--- config.mk ---
export PLATFORM = sky130hd
export DESIGN_NAME = regfile_write_arbiter
export DESIGN_NICKNAME = d
export VERILOG_FILES = /design/src/rtl/regfile_write_arbiter.sv
export SDC_FILE = /design/constraint.sdc
export NUM_CORES = 1
export LEC_CHECK = 0
export ABC_AREA = 1
export CORE_UTILIZATION = 25
export DETAILED_ROUTE_END_ITERATION = 12
export PLACE_DENSITY_LB_ADDON = 0.08
export SYNTH_ARGS = -nofsm -noshare
export SYNTH_HDL_FRONTEND = slang
export SYNTH_SLANG_ARGS = --single-unit
--- constraint.sdc ---
create_clock -name Clk -period 2.1 [get_ports Clk]
set_input_delay 0.315 -clock Clk [delete_from_list [all_inputs] [get_ports Clk]]
set_output_delay 0.315 -clock Clk [all_outputs]
set_load 0.01 [all_outputs]
--- src/rtl/regfile_write_arbiter.sv ---
// regfile_write_arbiter: shares the register-file write port between the
// ALU writeback (port 0) and the load writeback (port 1). Each port owns a
// one-entry buffer. Arbitration is age-first for same-register writes and
// round-robin otherwise. Commit outputs are registered.
module regfile_write_arbiter #(
   parameter int unsigned DATA_W   = 64,
   parameter int unsigned ADDR_W   = 5,
   parameter int unsigned ZERO_REG = 31
) (
   input  logic              Clk,
   input  logic              Reset,
   input  logic              Req0Valid,
   output logic              Req0Ready,
   input  logic [ADDR_W-1:0] Req0RW,
   input  logic [DATA_W-1:0] Req0Data,
   input  logic              Req1Valid,
   output logic              Req1Ready,
   input  logic [ADDR_W-1:0] Req1RW,
   input  logic [DATA_W-1:0] Req1Data,
   output logic              RegWr,
   output logic [ADDR_W-1:0] RW,
   output logic [DATA_W-1:0] BusW,
   output logic [31:0]       PendMask
);

   localparam logic [ADDR_W-1:0] ZERO_IDX  = ADDR_W'(ZERO_REG);
   localparam logic [31:0]       ZERO_MASK = 32'd1 << ZERO_REG;

   // Per-port write buffers
   logic              r_b0_v, r_b1_v;
   logic [ADDR_W-1:0] r_b0_rw, r_b1_rw;
   logic [DATA_W-1:0] r_b0_data, r_b1_data;

   // r_older: 1 when buffer 1 was loaded before buffer 0
   // r_rr:    1 when port 1 wins the next round-robin decision
   logic              r_older;
   logic              r_rr;

   // Registered commit outputs
   logic              r_regwr;
   logic [ADDR_W-1:0] r_rw;
   logic [DATA_W-1:0] r_busw;

   logic              w_both, w_same, w_g0, w_g1;
   logic              w_acc0, w_acc1, w_n0, w_n1;
   logic [ADDR_W-1:0] w_c_rw;
   logic [DATA_W-1:0] w_c_data;
   logic [31:0]       w_pend;

   // Grant selection from buffer state: single valid, else age, else round-robin
   always_comb begin
      w_both = r_b0_v & r_b1_v;
      w_same = (r_b0_rw == r_b1_rw) && (r_b0_rw != ZERO_IDX);
      w_g0   = 1'b0;
      w_g1   = 1'b0;
      if (w_both) begin
         if (w_same) begin
            w_g0 = ~r_older;
            w_g1 = r_older;
         end else begin
            w_g0 = ~r_rr;
            w_g1 = r_rr;
         end
      end else begin
         w_g0 = r_b0_v;
         w_g1 = r_b1_v;
      end
   end

   assign Req0Ready = ~Reset & (~r_b0_v | w_g0);
   assign Req1Ready = ~Reset & (~r_b1_v | w_g1);
   assign w_acc0    = Req0Valid & Req0Ready;
   assign w_acc1    = Req1Valid & Req1Ready;
   // Buffer occupancy after this edge, used to maintain the age flag
   assign w_n0      = w_acc0 | (r_b0_v & ~w_g0);
   assign w_n1      = w_acc1 | (r_b1_v & ~w_g1);
   assign w_c_rw    = w_g1 ? r_b1_rw   : r_b0_rw;
   assign w_c_data  = w_g1 ? r_b1_data : r_b0_data;

   // Buffer load/free, age and round-robin tracking, and commit registers
   always_ff @(posedge Clk) begin
      if (Reset) begin
         r_b0_v    <= 1'b0;
         r_b1_v    <= 1'b0;
         r_b0_rw   <= '0;
         r_b1_rw   <= '0;
         r_b0_data <= '0;
         r_b1_data <= '0;
         r_older   <= 1'b0;
         r_rr      <= 1'b0;
         r_regwr   <= 1'b0;
         r_rw      <= '0;
         r_busw    <= '0;
      end else begin
         if (w_acc0) begin
            r_b0_v    <= 1'b1;
            r_b0_rw   <= Req0RW;
            r_b0_data <= Req0Data;
         end else if (w_g0) begin
            r_b0_v    <= 1'b0;
         end

         if (w_acc1) begin
            r_b1_v    <= 1'b1;
            r_b1_rw   <= Req1RW;
            r_b1_data <= Req1Data;
         end else if (w_g1) begin
            r_b1_v    <= 1'b0;
         end

         // A simultaneous load makes port 0 the older entry
         if (w_n0 & w_n1) begin
            if (w_acc0 & ~w_acc1) begin
               r_older <= 1'b1;
            end else if (w_acc1) begin
               r_older <= 1'b0;
            end
         end

         // Pointer moves to the other port after a round-robin decision
         if (w_both & ~w_same) begin
            r_rr <= w_g0;
         end

         if (w_g0 | w_g1) begin
            r_rw    <= w_c_rw;
            r_busw  <= w_c_data;
            r_regwr <= (w_c_rw != ZERO_IDX);
         end else begin
            r_regwr <= 1'b0;
         end
      end
   end

   // Pending-write mask over buffered and in-flight writes
   always_comb begin
      w_pend = '0;
      if (r_b0_v) begin
         w_pend = w_pend | (32'd1 << r_b0_rw);
      end
      if (r_b1_v) begin
         w_pend = w_pend | (32'd1 << r_b1_rw);
      end
      if (r_regwr) begin
         w_pend = w_pend | (32'd1 << r_rw);
      end
      w_pend = w_pend & ~ZERO_MASK;
      if (Reset) begin
         w_pend = '0;
      end
   end

   assign RegWr    = r_regwr;
   assign RW       = r_rw;
   assign BusW     = r_busw;
   assign PendMask = w_pend;

endmodule

==> results.py, run 1 <==
metrics = {
    "clock_tree": {
        "htree_levels": 1,
        "root_buffer": "clkbuf_16",
        "cts.clk_slew.worst_paths_ns": 0.06,
        "cts_tree": "built",
        "cts_buffers": 26,
        "cts.path.max_buffers": 3,
        "clkSinkCount": 212,
        "worst_skew_pair.late_latency_ns": 0.53,
    },
    "worst_setup_path": {
        "slowest_stage": "dfxtp_4",
        "crit_path_frequent_cell": "nand2_2",
        "worst_setup_path_end_kind": "output pin",
        "start_kind": "flop",
        "required_ns": 1.78,
        "max_stage_delay_ns": 0.37,
        "worst-path-max-fanout": 5,
        "crit_path_cell_trace": "buf_4, nand2_2, nand2_2, nor2_4, nand3_4, nand2_2, nand3_2, nand2_2, inv_2, buf_6",
        "path_class": "reg -> out",
        "crit_arrival_ns": 1.91,
    },
    "finish": {
        "instances_no_fill": 2063,
        "nNetsFinal": 1717,
        "final_util_pct": 39.8,
        "area_delta_synth_final_pct": 55.9,
        "final_cell_mix": "o21ai_1 (242), nand2_1 (235), clkdlybuf4s50_1 (210)",
        "drive_gt1_share_pct": 21.3,
        "final_common_cell": "o21ai_1",
        "antenna_cells": 0,
    },
    "synth": {
        "ys_warn_count": 0,
        "synth_cells": 1266,
        "synth_flop_cell": "dfxtp_1",
        "yosysSeqAreaShare_pct": 45.3,
        "syn-num-nets": 1408,
        "avgSynthCellArea_um2": 7.39,
        "ys_ff_latch": 212,
        "synth_cell_type_count": 37,
        "synth_edf_count": 0,
        "async_flop_share_pct": 0,
        "syn_area_um2": 9360,
    },
    "drt": {
        "first_pass_iters": 4,
        "route.final.wire_length_um": 32600,
        "route.detailed.drc": 0,
        "m1WireLength_um": 14800,
        "met2_wirelength_um": 15200,
        "drt_iter0_drc": 385,
        "wl_per_cell_um": 15.8,
        "vias": 9454,
        "top_layer_used": "met4",
        "ant_nets": 0,
        "wl_met3_um": 1810,
        "viasPerCell": 4.58,
    },
    "placement": {
        "port_buffers": 244,
        "post-place-ws_ns": -0.178,
        "dp_hpwl_um": 22500,
        "dpl.cell_count": 1993,
        "routabilityCongestion": 0.902,
    },
    "floorplan": {
        "rows": 70,
        "die_w_um": 196,
        "ios": 246,
        "die_h_um": 196,
        "core_region_area_um2": 36700,
        "dieArea_um2": 38200,
        "start_util_pct": 25.5,
    },
    "sta": {
        "worst_slack_ns": -0.121,
        "finalCritPeriodShare_pct": 106,
        "fin_crit_ns": 2.22,
        "relSlewSlack_pct": 64.1,
        "slew_viol_final": 0,
        "fmax_mhz": 450,
        "hold_viol_final": 0,
        "tightest_slew_ns": 0.539,
        "rsz0062_at_grt": "true",
        "setup_viol": 21,
        "fin_skew_ns": 0.0147,
    },
    "pwr": {
        "p_int_mw": 8.04,
        "p_seq_share_pct": 40.7,
        "p_comb_share_pct": 17.7,
        "vdd_drop_max_v": 0.000532,
        "power_frac_clock_pct": 41.6,
        "p_switching_mw": 2.91,
        "cellLeakagePower_nw": 5.74,
        "switching_share_pct": 26.6,
        "power_density_nw_per_um2": 750,
    },
    "global_routing": {
        "grt_max_degree": 65,
        "antenna_found_initial": 0,
        "grt_pass1_vias": 9064,
        "track_usage_pct": 16.5,
        "grt_pass1_wl_um": 50300,
        "grt_overflow": 0,
    },
    "flow_run": {
        "cap_violations": 0,
    },
    "status": {
        "run_status": "finished with violations",
        "violations": "setup timing",
    },
    "min_path": {
        "hold_class": "in -> reg",
    },
}
[kinds of logic (layout without fill, tap and decap cells)]
kind of cell           count (synthesis)  after routing  share of synthesized area [%]
AOI/OAI and AO/OA                    412            412                           23.3
buffers and inverters                226            555                           12.0
DFF                                  212            212                           45.3
other                                  1              1                         0.0401
and+or+nand+nor                      415            415                           19.3
[registers in the layout, indices dropped and copies added, names as in the netlist]
register   flops
BusW          64
RW             5
RegWr          1
r_b0_data     64
r_b0_rw        5
r_b0_v         1
r_b1_data     64
r_b1_rw        5
r_b1_v         1
r_older        1
r_rr           1
[layout make-up]
class	instances	area (um^2)
sequential	212	4290
inverter	127	509
timing repair buffer	380	3810
tap	468	586
multi-input combinational	828	4520
fill	3807	22100
clock inverter	9	113
clock buffer	39	769
[through the flow]
stage | setup TNS [ns] | cell area (um^2) | hold slack (ns) | total power, mW
floorplan | 0 | 9360 | 0.396 | 5.37
global placement | -1.70 | 12900 | 0.439 | 6.29
detailed placement | -1.54 | 12900 | 0.444 | 6.29
CTS | -2.45 | 14200 | 0.299 | 11.0
global route | -9.78 | 14600 | 0.325 | 11.5
finish | -1.28 | 14600 | 0.327 | 11.0
[power groups by stage]
stage / Sequential (mW) / Clock, mW / Combinational (mW)
final: 4.46 / 4.55 / 1.94
after global routing: 4.49 / 4.89 / 2.12
after CTS: 4.45 / 4.72 / 1.87
after detailed placement: 4.53 / 0 / 1.76
after global placement: 4.53 / 0 / 1.76
after floorplan: 4.54 / 0 / 0.837
[worst paths after layout]
check / slack [ns] / from / depth (start not counted) / end
min: 0.33 / Req0Data[8] / 3 / r_b0_data[8]$_SDFFE_PP0P_
max reg2reg: 0 / r_b0_rw[1]$_SDFFE_PP0P_ / 14 / r_b0_data[48]$_SDFFE_PP0P_
min reg2reg: 0.45 / r_b1_data[58]$_SDFFE_PP0P_ / 2 / r_b1_data[58]$_SDFFE_PP0P_
max: -0.12 / r_b0_rw[0]$_SDFFE_PP0P_ / 10 / Req1Ready
[critical path: cells and delay by family (launching register included)]
kind                   cells  cell delay (ns)
AND/OR/NAND/NOR            7             0.69
buffers and inverters      3             0.30
flip-flops                 1             0.37
[layer usage]
layer | vias to the layer above | track usage (%)
met1 | 4295 | 21.7
met4 | 0 | 5.31
met5 | - | 0
li1 | 4864 | -
met2 | 237 | 27.1
met3 | 58 | 3.23
[cells in the mapped netlist (8+ instances only)]
master	count	share of area, %
o21ai_1	226	12
o21ai_0	70	3.7
nor4_1	8	0.53
inv_1	118	4.7
dfxtp_1	212	45
clkbuf_1	46	1.8
a22o_1	8	0.75
inv_2	8	0.32
nand2_1	251	10
a21oi_1	84	4.5
nand3_1	84	4.5
nor2_1	30	1.2
nor3_1	23	1.2
a32o_1	9	0.96
buf_6	19	2.3
nand2_2	8	0.53
buf_4	13	1.0
buf_2	15	0.80
[repair_timing]
action | in CTS | in global routing
pin swaps | 31 | 34
cloned | 0 | 3
gates resized for setup | 274 | 84
hold buffers | 0 | 0
setup buffers | 12 | 9
setup endpoints to repair | 38 | 133
Note: power is estimated with default switching activity, not from simulation.
==> run 2: changes to the inputs <==
--- a/config.mk
+++ b/config.mk
@@ -6,7 +6,8 @@
 export NUM_CORES = 1
 export LEC_CHECK = 0
 export ABC_AREA = 1
-export CORE_UTILIZATION = 25
+export CORE_UTILIZATION = 46
+export CTS_BUF_LIST = sky130_fd_sc_hd__clkbuf_2 sky130_fd_sc_hd__clkbuf_4 sky130_fd_sc_hd__clkbuf_8
 export DETAILED_ROUTE_END_ITERATION = 12
 export PLACE_DENSITY_LB_ADDON = 0.08
 export SYNTH_ARGS = -nofsm -noshare
==> run 2 against run 1 <==
Against the previous run: cell count shrank 8.4%; fmax increased by 0.43%; cell area rose by 0.98%; highest routed layer is now met5; critical path type unchanged; power decreased by 3.1%; combinational power is 7% higher; non-clock buffer count rose by 11; critical endpoint is now PendMask[23]; count of clock-buffer cells in the layout up 22; the flow still finishes with violations (setup timing); sequential share of layout area is 0.29 points lower; sequential power about the same; clock power decreased by 11%; utilization up 35 points; register-to-register slack worse by 0.04 ns.
==> results.py, run 2 (same netlist as run 1, synthesis figures left out) <==
metrics = {
    "clock_tree": {
        "worst_skew_pair.late_latency_ns": 0.53,
        "cts_buffers": 37,
        "htree_levels": 2,
        "cts.clk_slew.worst_paths_ns": 0.06,
        "cts_tree": "built",
        "cts.path.max_buffers": 3,
        "clkSinkCount": 212,
        "root_buffer": "clkbuf_8",
    },
    "finish": {
        "fin_area_um2": 14700,
        "antenna_cells": 0,
        "drive_gt1_share_pct": 23.9,
        "area_delta_synth_final_pct": 57.5,
        "nNetsFinal": 1742,
        "multi_input_area_um2": 4690,
        "final_cell_mix": "o21ai_1 (252), nand2_1 (240), clkdlybuf4s50_1 (211)",
        "ff_latch_area_um2": 4290,
        "nFillCells": 1458,
        "final_common_cell": "o21ai_1",
    },
    "drt": {
        "drt_iter0_drc": 621,
        "top_layer_used": "met5",
        "route.final.wire_length_um": 33200,
        "wl_per_cell_um": 17.6,
        "viasPerCell": 5.34,
        "vias": 10100,
        "m1WireLength_um": 14400,
        "met2_wirelength_um": 15300,
        "route.detailed.drc": 0,
        "wl_met3_um": 2500,
        "first_pass_iters": 5,
        "ant_nets": 0,
    },
    "min_path": {
        "hold_depth": 3,
        "hold_class": "in -> reg",
    },
    "floorplan": {
        "start_util_pct": 47.5,
        "ios": 246,
        "die_w_um": 145,
        "core_region_area_um2": 19700,
        "dieArea_um2": 20900,
        "rows": 51,
        "die_h_um": 145,
    },
    "worst_setup_path": {
        "required_ns": 1.78,
        "worst_setup_path_end_kind": "output pin",
        "worst-path-max-fanout": 7,
        "crit_family": "buffers and inverters",
        "start_kind": "flop",
        "crit_cells": 7,
        "max_stage_delay_ns": 0.40,
        "r2r_cells": 13,
        "crit_arrival_ns": 1.90,
        "crit_buf_inv": 3,
        "path_class": "reg -> out",
        "slowest_stage": "dfxtp_4",
        "crit_path_cell_trace": "buf_8, nor3_4, nand2_1, o21ai_1, o21ai_0, inv_1, clkdlybuf4s15_2",
    },
    "global_routing": {
        "grt_max_degree": 111,
        "antenna_found_initial": 1,
        "grt_pass1_vias": 9075,
        "track_usage_pct": 27.2,
        "grt_pass1_wl_um": 45000,
        "grt_overflow": 0,
    },
    "placement": {
        "port_buffers": 244,
        "post-place-ws_ns": -0.0993,
        "placed_cell_area_um2": 12400,
        "routabilityCongestion": 1.00,
        "dp_hpwl_um": 18700,
    },
    "pwr": {
        "power_density_nw_per_um2": 719,
        "cellLeakagePower_nw": 5.90,
        "vdd_drop_max_v": 0.000530,
    },
    "sta": {
        "hold_viol_final": 0,
        "fin_crit_ns": 2.21,
        "relSlewSlack_pct": 39.4,
        "slew_viol_final": 0,
        "rsz0062_at_grt": "true",
        "setup_viol": 58,
        "fin_skew_ns": 0.0167,
        "finalCritPeriodShare_pct": 105,
        "fmax_mhz": 452,
        "tightest_slew_ns": 0.905,
        "worst_slack_ns": -0.111,
    },
    "status": {
        "violations": "setup timing",
        "run_status": "finished with violations",
    },
    "flow_run": {
        "cap_violations": 0,
    },
}
-- run 2: cell types whose count changed in the layout (fill, tap and decap cells not counted), sizes merged, moves of 2 or more --
cell / before / now
clkinv: 6 / 2
buf: 168 / 156
nand2: 260 / 263
clkbuf: 40 / 80
clkdlybuf4s15: 1 / 4
bufinv: 2 / 0
-- run 2: final timing paths --
kind,start,to,slack [ns]
worst max register to register,r_b0_rw[2]$_SDFFE_PP0P_,r_b1_data[55]$_SDFFE_PP0P_,-0.04
worst max-delay path,r_b0_rw[3]$_SDFFE_PP0P_,PendMask[23],-0.11
worst min register to register,r_b1_data[2]$_SDFFE_PP0P_,r_b1_data[2]$_SDFFE_PP0P_,0.45
worst min-delay path,Req0Data[30],r_b0_data[30]$_SDFFE_PP0P_,0.33
-- run 2: timing repair --
action	CTS	global route
hold buffers	0	0
setup endpoints to repair	44	140
pin swaps	33	29
setup buffers	19	16
cloned	2	24
resized for setup	252	133
-- run 2: final cells by class --
type / instances / area share [%]
Tap cell: 265 / 2.25
Timing Repair Buffer: 391 / 27.9
Clock inverter: 3 / 0.195
Inverter: 127 / 3.48
Clock buffer: 61 / 5.27
Sequential cell: 212 / 29.1
Multi-Input combinational cell: 831 / 31.8
-- run 2: worst register-to-register path: stages (launching register included) --
cell       delay (ns)
dfxtp_4          0.37
buf_4            0.14
nand2_2          0.07
nand2_2          0.07
nor2_4           0.17
nand4_1          0.18
nand3_4          0.12
nand2_2          0.06
inv_2            0.08
buf_8            0.18
nand2_4          0.14
clkbuf_16        0.25
o21ai_1          0.13
a21oi_1          0.05
-- run 2: metal layers --
metal,vias up,track usage (%)
met5,-,0
met1,4676,35.4
met2,439,43.3
met3,84,5.43
met4,2,12.6
li1,4899,-
-- run 2: stage by stage --
step / TNS, ns / hold WS (ns) / std cells / power (mW) / util [%]
after detailed placement: -0.470 / 0.443 / 1766 / 6.17 / 62.8
after floorplan: 0 / 0.396 / 1266 / 5.37 / -
final: -2.10 / 0.332 / 1890 / 10.6 / 74.8
after global placement: -0.401 / 0.437 / 1766 / 6.14 / 62.8
after CTS: -1.54 / 0.317 / 1850 / 10.3 / 69.5
after global routing: -11.52 / 0.325 / 1890 / 11.0 / 74.8
-- run 2: where the power goes --
group	total, mW	switching [mW]	internal (mW)
registers	4.47	0.168	4.30
logic	2.08	1.06	1.02
clock network	4.05	1.72	2.34
==> run 3: changes to the inputs <==
==> constraint.sdc (replaced) <==
create_clock -name Clk -period 2.1 [get_ports Clk]
set_input_delay 0.21 -clock Clk [delete_from_list [all_inputs] [get_ports Clk]]
set_output_delay 0.21 -clock Clk [all_outputs]
set_load 0.01 [all_outputs]
==> run 3 against run 2 <==
Against the previous run: the run still ends with setup timing left; wire length down 8.8%; hold slack lost 0.086 ns; count of clock-buffer cells in the layout shrank 4; sequential power about the same; largest power group unchanged.
==> results.py, run 3 (same netlist as run 1, synthesis figures left out) <==
metrics = {
    "status": {
        "run_status": "finished with violations",
        "violations": "setup timing",
    },
    "sta": {
        "fin_tns_setup_ns": -0.450,
        "fin_crit_ns": 2.28,
        "finalCritPeriodShare_pct": 108,
        "tightest_slew_ns": 0.507,
        "hold_viol_final": 0,
        "fmax_mhz": 439,
        "setup_viol": 9,
        "relSlewSlack_pct": 65.8,
        "fin_skew_ns": 0.0301,
        "rsz0062_at_grt": "true",
        "slew_viol_final": 0,
        "worst_slack_ns": -0.176,
    },
    "worst_setup_path": {
        "path_class": "reg -> reg",
        "start_kind": "flop",
        "r2r_start": "r_b0_rw[3]$_SDFFE_PP0P_",
        "r2r-end": "r_b1_rw[2]$_SDFFE_PP0P_",
        "slowest_stage": "o21ai_0",
        "max_stage_delay_ns": 0.48,
        "required_ns": 2.46,
        "r2r_setup_slack_ns": -0.18,
        "crit_path_cell_trace": "buf_6, buf_6, nand2_4, o21bai_4, nand2_2, nand4_1, nand3_2, nand2_2, inv_2, nand2_4, o21ai_0, a21oi_1",
        "crit_family": "simple AND/OR/NAND/NOR gates",
        "worst_setup_path_end_kind": "flop",
        "worst-path-max-fanout": 11,
        "crit_arrival_ns": 2.63,
        "crit_buf_inv": 3,
        "r2r_cells": 12,
        "crit_cells": 12,
    },
    "floorplan": {
        "core_region_area_um2": 19700,
        "start_util_pct": 47.5,
        "die_h_um": 145,
        "die_w_um": 145,
        "dieArea_um2": 20900,
        "rows": 51,
        "ios": 246,
    },
    "flow_run": {
        "cap_violations": 0,
    },
    "global_routing": {
        "grt_overflow": 0,
        "grt_pass1_wl_um": 43700,
        "antenna_found_initial": 0,
        "track_usage_pct": 26.4,
        "grt_pass1_vias": 8599,
        "grt_max_degree": 82,
    },
    "clock_tree": {
        "root_buffer": "clkbuf_8",
        "cts.path.max_buffers": 3,
        "cts-hold-fix-buffers": 0,
        "cts_tree": "built",
        "cts_buffers": 36,
        "clkSinkCount": 212,
        "worst_skew_pair.late_latency_ns": 0.52,
        "cts.clk_slew.worst_paths_ns": 0.07,
        "htree_levels": 2,
    },
    "drt": {
        "wl_per_cell_um": 16.6,
        "ant_nets": 0,
        "route.final.wire_length_um": 30300,
        "first_pass_iters": 5,
        "vias": 9589,
        "viasPerCell": 5.24,
        "route.detailed.drc": 0,
        "drt_iter0_drc": 658,
    },
    "pwr": {
        "total_power_mw": 10.2,
        "vdd_drop_max_v": 0.000499,
        "power_density_nw_per_um2": 743,
        "cellLeakagePower_nw": 5.44,
    },
    "finish": {
        "final_common_cell": "o21ai_1",
        "nFillCells": 1638,
        "final_cell_mix": "o21ai_1 (245), nand2_1 (240), clkdlybuf4s50_1 (211)",
        "area_delta_synth_final_pct": 46.4,
        "instances_no_fill": 1830,
        "drive_gt1_share_pct": 18.0,
        "nNetsFinal": 1683,
    },
    "min_path": {
        "hold_path_startpoint": "Req0Data[40]",
        "hold-path-endpoint": "r_b0_data[40]$_SDFFE_PP0P_",
        "hold_depth": 3,
        "hold_class": "in -> reg",
    },
    "placement": {
        "dpl.cell_count": 1735,
        "dp_hpwl_um": 18200,
        "routabilityCongestion": 0.969,
        "post-place-ws_ns": 0.0380,
        "port_buffers": 244,
    },
}
run 3: changes by cell type in the layout (fill, tap and decap cells not counted), sizes merged, moves of 3 or more:
| cell | change |
|---|---|
| dlygate4sd2 | +4 |
| buf | -53 |
| clkdlybuf4s15 | -3 |
| clkbuf | -8 |
run 3: power breakdown:
part / switching [mW] / internal (mW)
clock network: 1.61 / 2.28
logic: 0.955 / 0.884
registers: 0.162 / 4.30
run 3: area by class of cell:
class / count / area [um^2] / area share [%]
timing repair buffer: 335 / 3420 / 24.9
sequential: 212 / 4290 / 31.3
tap: 265 / 332 / 2.42
clock inverter: 3 / 46.3 / 0.338
clock buffer: 57 / 716 / 5.22
multi-input combinational: 829 / 4390 / 32.0
antenna: 2 / 5.00 / 0.0365
inverter: 127 / 507 / 3.70
run 3: worst register-to-register path, cell delays in order (launching register included):
cell	delay [ns]
dfxtp_4	0.37
buf_6	0.13
buf_6	0.12
nand2_4	0.08
o21bai_4	0.06
nand2_2	0.12
nand4_1	0.17
nand3_2	0.14
nand2_2	0.05
inv_2	0.09
nand2_4	0.17
o21ai_0	0.48
a21oi_1	0.15
run 3: per-layer routing:
metal | wire (um) | part of all wire (%) | vias up | global-route usage, %
met5 | 0 | 0 | - | 0
met4 | 690 | 2.3 | 0 | 9.14
met1 | 13200 | 43 | 4368 | 33.9
met3 | 2300 | 7.6 | 64 | 5.96
li1 | - | - | 4773 | -
met2 | 14200 | 47 | 384 | 43.5
run 3: worst max path at each step:
stage,startpoint,slack [ns],to
after detailed placement,r_b1_rw[2]$_SDFFE_PP0P_,0.04,PendMask[22]
after global routing,r_b0_rw[3]$_SDFFE_PP0P_,-0.19,r_b1_rw[2]$_SDFFE_PP0P_
after CTS,r_b0_rw[3]$_SDFFE_PP0P_,-0.16,Req1Ready
after floorplan,r_b0_rw[2]$_SDFFE_PP0P_,0.36,r_b1_data[23]$_SDFFE_PP0P_
final,r_b0_rw[3]$_SDFFE_PP0P_,-0.18,r_b1_rw[2]$_SDFFE_PP0P_
after global placement,r_b1_rw[0]$_SDFFE_PP0P_,0.03,PendMask[3]
run 3: what timing repair did:
| action | CTS | global route |
|---|---|---|
| endpoints found under the setup margin | 33 | 220 |
| cloned | 0 | 7 |
| buffers inserted | 21 | 6 |
| pin swaps | 15 | 19 |
| gates resized for setup | 180 | 91 |
run 3: through the flow:
stage	instance area, um^2	utilization, %	hold slack (ns)
floorplan	9360	-	0.291
CTS	13400	67.9	0.221
global route	13700	69.5	0.233
global placement	12200	61.7	0.437
detailed placement	12200	61.7	0.442
finish	13700	69.5	0.246
